File: src/rtl/mem_bus_arbiter.sv
// mem_bus_arbiter: two-port (instruction/data) arbiter onto a single memory bus, alternating on contention
module mem_bus_arbiter #(
    parameter int A_WIDTH = 32
) (
    input  logic               clk,
    input  logic               clrn,
    input  logic [A_WIDTH-1:0] i_a,
    input  logic [31:0]        i_dout,
    input  logic [3:0]         i_wen,
    input  logic [1:0]         i_size,
    input  logic               i_rw,
    input  logic               i_strobe,
    output logic [31:0]        i_din,
    output logic               i_ready,
    input  logic [A_WIDTH-1:0] d_a,
    input  logic [31:0]        d_dout,
    input  logic [3:0]         d_wen,
    input  logic [1:0]         d_size,
    input  logic               d_rw,
    input  logic               d_strobe,
    output logic [31:0]        d_din,
    output logic               d_ready,
    output logic [A_WIDTH-1:0] m_a,
    output logic [31:0]        m_din,
    output logic [3:0]         m_wen,
    output logic [1:0]         m_size,
    output logic               m_rw,
    output logic               m_strobe,
    input  logic [31:0]        m_dout,
    input  logic               m_ready,
    output logic [1:0]         grant
);
    typedef enum logic [1:0] {IDLE, SERVE_I, SERVE_D} state_t;
    state_t state, next;
    logic   last_d;
    logic   pick_d, pick_i;
    // On contention the side not served last wins; last_d=0 means instruction was last
    assign pick_d = d_strobe & (~i_strobe | ~last_d);
    assign pick_i = i_strobe & ~pick_d;
    always_comb begin
        next = state;
        if (state == IDLE)
            next = pick_d ? SERVE_D : pick_i ? SERVE_I : IDLE;
        else if (m_ready)
            next = IDLE;
    end
    always_ff @(posedge clk or negedge clrn) begin
        if (!clrn) begin
            state  <= IDLE;
            last_d <= 1'b0;
            m_a    <= '0;
            m_din  <= '0;
            m_wen  <= '0;
            m_size <= '0;
            m_rw   <= 1'b0;
        end else begin
            state <= next;
            if (state == IDLE && (pick_d || pick_i)) begin
                last_d <= pick_d;
                m_a    <= pick_d ? d_a : i_a;
                m_din  <= pick_d ? d_dout : i_dout;
                m_wen  <= pick_d ? d_wen : i_wen;
                m_size <= pick_d ? d_size : i_size;
                m_rw   <= pick_d ? d_rw : i_rw;
            end
        end
    end
    assign m_strobe = state != IDLE;
    assign grant    = {state == SERVE_D, state == SERVE_I};
    assign i_ready  = m_ready & (state == SERVE_I);
    assign d_ready  = m_ready & (state == SERVE_D);
    assign i_din    = m_dout;
    assign d_din    = m_dout;
endmodule

File: config.mk
export PLATFORM = sky130hd
export DESIGN_NAME = mem_bus_arbiter
export DESIGN_NICKNAME = d
export VERILOG_FILES = /design/src/rtl/mem_bus_arbiter.sv
export SDC_FILE = /design/constraint.sdc
export NUM_CORES = 1
export LEC_CHECK = 0
export BUFFER_PORTS_ARGS = -buffer_cell sky130_fd_sc_hd__buf_2
export CORE_AREA = 2 2 123 125
export CTS_CLUSTER_SIZE = 10
export DETAILED_ROUTE_END_ITERATION = 8
export DIE_AREA = 0 0 125 127
export GPL_TIMING_DRIVEN = 0
export MAX_ROUTING_LAYER = met4
export PLACE_DENSITY = 0.7
export SLEW_MARGIN = 0
export SYNTH_ARGS = -nofsm -noshare
export SYNTH_HDL_FRONTEND = slang
export SYNTH_SLANG_ARGS = --single-unit
export TNS_END_PERCENT = 5
File: constraint.sdc
create_clock -name clk -period 3.3 [get_ports clk]
set_input_delay 0.33 -clock clk [delete_from_list [all_inputs] [get_ports clk]]
set_output_delay 0.33 -clock clk [all_outputs]
set_load 0.05 [all_outputs]
==> results.md <==
* Hold_sp: d_strobe
* #FFs+latches synth at 74
* Final Wtd Congestion at 0.788
* I/O pin count at 319
* Post-CTS Setup Repair Bufs at 0
* Post-route DRC at 0
* Part of the power in the clock network at 0.167
* Antenna violations before repair at 0
* Worst reg2reg setup slack at approximately 1400 ps
* Sw frac at 0.499
* Critical path class: flip-flop to flip-flop
* Vias at roughly 3300
* Critical Path RT at about 3500 ps
* Hold Crit Depth at 3
* Placement Cell Area at slightly below 6000 um2
* Initial core utilization at 0.287
* DIE WIDTH at about 130 um
* DRT iter0 DRCs at between 60 and 70
* Grt ovf at 0
* Max Cap Violations at 0
* Post-route cell area at about 6000 um2
* NetSw at between 3 and 4 mW
* Worst endpoint data arrival time at 2100 ps
* Crit share post-route at 0.572
* # clock sinks at 74
* Setup crit end kind: flip-flop
* Commonest cells after routing, fill and taps aside: buf_2 (292), mux2_2 (74), dfrtp_1 (74)
* Cts repair resizes at 0
* Int Power at approximately 3.2 mW
* Number of global-route vias before repair at 3418
* Port bufs at between 200 and 300
* Fillers at 1400
* Largest net degree at the start of global routing at 43
* Mean Syn Cell Area at ~13 um2
* Antenna-violating nets left at 0
* GRT Resource Usage Total at 0.144
* Fmax achieved at around 530 MHz
* Hold Violations, Final at 0
* CP startpoint kind: flip-flop
* Root Driver: clkbuf_16
* Mapped Nets at ~500
* Worst r2r src: state[1]$_DFFE_PN0P_
* Sequential group share of total power at 0.251
* Setup_tns at 0 ps
* Synth Cell Area at between 4000 and 5000 um2
* Setup Skew at around 8.4 ps
* Rows at 44
* Via/cell ratio at about 4.2
* Worst hold endpoint: last_d$_DFFE_PN0P_
* Synth cell types at 16
* CTS Hold Bufs at 1
* Setup Viol. Count Final at 0
* Worst-path maximum fanout at 10
* Pleak at ~3.2 nW
* Worst VDD drop at roughly 0.0006 V
* Diodes inserted at 0
* Layout area overhead at 48.5%
* Core area at between 10000 and 15000 um2
* Syn. warnings at 0
* Outcome: finished clean
* Fin. max-slew vios at 0
* Final worst path period need at between 1500 and 2000 ps
* Reg clk slew, reported paths at approximately 60 ps
* RR Endpoint: m_din[4]$_DFFE_PN0P_
* Comb pwr share at 0.582
* Pwr dens at ~1000 nW/um2
* Worst hold-check path type: primary input to flip-flop
* Reg area at 1850 um2
* R2r worst-path depth at 4
* Die Area at approximately 16000 um2
* Relative slew margins at 0.364
* Drt total wl at between 10 and 15 mm
* 1st-pass router iterations at 4
* Seq/Total Area, Yosys at 0.447
* Total Power at around 6.3 mW
* Height of the die at roughly 130 um
* # nets final at roughly 790
* Most common cell after layout, fill and taps aside: buf_2
* DP HPWL at between 9 and 10 mm
* CTS tree: built
* First-pass GRT wire length at 17.4 mm
* Layout cells sized above 1 at 0.741
* H-tree level count at 3
* Per-cell routed wire length at between 10 and 15 um
* Worst skew pair latency at approximately 340 ps
* Clk buf depth at 2
* CTS Buf Count at 9
* Multi-input gate area at 1680 um2
* Worst slew pin tran at 947 ps
* RSZ-0062 raised after global routing: no
* Post-Synthesis Cells at 310
==> Yosys cell counts <==
| cell type | count | share of area |
|---|---|---|
| a21bo_1 | 1 | 0.0024 |
| nor2b_1 | 2 | 0.0030 |
| inv_1 | 3 | 0.0027 |
| and2_1 | 2 | 0.0030 |
| o2bb2ai_1 | 1 | 0.0021 |
| nor2_1 | 1 | 0.00090 |
| buf_2 | 7 | 0.0085 |
| buf_4 | 64 | 0.12 |
| o21ai_1 | 1 | 0.0012 |
| o21ai_0 | 2 | 0.0024 |
| dfrtp_1 | 74 | 0.45 |
| nand2_1 | 1 | 0.00090 |
| a32o_1 | 1 | 0.0024 |
| mux2_2 | 74 | 0.20 |
| mux2_1 | 68 | 0.18 |
| buf_6 | 8 | 0.022 |
==> area by class of cell <==
| type | count | area share |
|---|---|---|
| sequential | 74 | 0.301 |
| multi-input combinational | 154 | 0.272 |
| timing repair buffer | 288 | 0.238 |
| buffer | 79 | 0.0984 |
| tap | 184 | 0.0374 |
| clock buffer | 10 | 0.0372 |
| clock inverter | 6 | 0.0142 |
| inverter | 3 | 0.00183 |
==> per-stage QoR <==
stage | hold slack [ps] | utilization | instances | setup slack, ps
detailed placement | 318 | 0.404 | 781 | 1060
CTS | 229 | 0.427 | 798 | 1310
global route | 262 | 0.427 | 798 | 1220
floorplan | 34.4 | - | 310 | 1320
finish | 251 | 0.427 | 798 | 1410
global placement | 477 | 0.402 | 780 | 1070
==> per-layer routing <==
metal / global-route usage / vias to the layer above / wire, um
li1: - / 1613 / -
met4: 0.0641 / 0 / 214
met3: 0.0385 / 13 / 959
met5: - / - / 0
met1: 0.152 / 1518 / 4270
met2: 0.255 / 187 / 5810
==> power by group through the flow <==
| stage | combinational (mW) | sequential, mW | clock [mW] |
|---|---|---|---|
| after floorplan | 1.24 | 3.19 | 0 |
| after global placement | 3.71 | 1.58 | 0 |
| after detailed placement | 3.73 | 1.60 | 0 |
| after CTS | 3.74 | 1.59 | 1.09 |
| after global routing | 3.86 | 1.65 | 1.12 |
| final | 3.68 | 1.59 | 1.05 |
==> flip-flops by register name (all words and copies together), names as in the netlist <==
signal	flops
state	2
m_size	2
m_din	32
last_d	1
m_a	32
m_wen	4
m_rw	1
==> worst max path at each step <==
stage	to	start	slack (ps)	depth (start not counted)
finish	m_din[4]$_DFFE_PN0P_	state[1]$_DFFE_PN0P_	1410	4
CTS	m_din[4]$_DFFE_PN0P_	state[1]$_DFFE_PN0P_	1310	4
detailed placement	m_din[23]$_DFFE_PN0P_	i_strobe	1060	4
floorplan	i_ready	state[1]$_DFFE_PN0P_	1320	2
global route	m_din[21]$_DFFE_PN0P_	state[1]$_DFFE_PN0P_	1220	4
global placement	m_din[20]$_DFFE_PN0P_	i_strobe	1070	4
==> kinds of logic (layout without fill, tap and decap cells) <==
logic type,after synthesis,after routing,synth area share
AO/OA/AOI/OAI,6,6,0.0106
flip-flops,74,74,0.447
multiplexers,142,142,0.386
AND/OR/NAND/NOR,6,6,0.00785
buffers and inverters,82,386,0.149
==> worst max-delay path, cell delays in order (launching register included) <==
cell	delay [ps]
dfrtp_1	390
nor2_1	100
o21ai_1	510
buf_2	400
mux2_2	360
No activity file was read; power rests on OpenSTA's default activity.
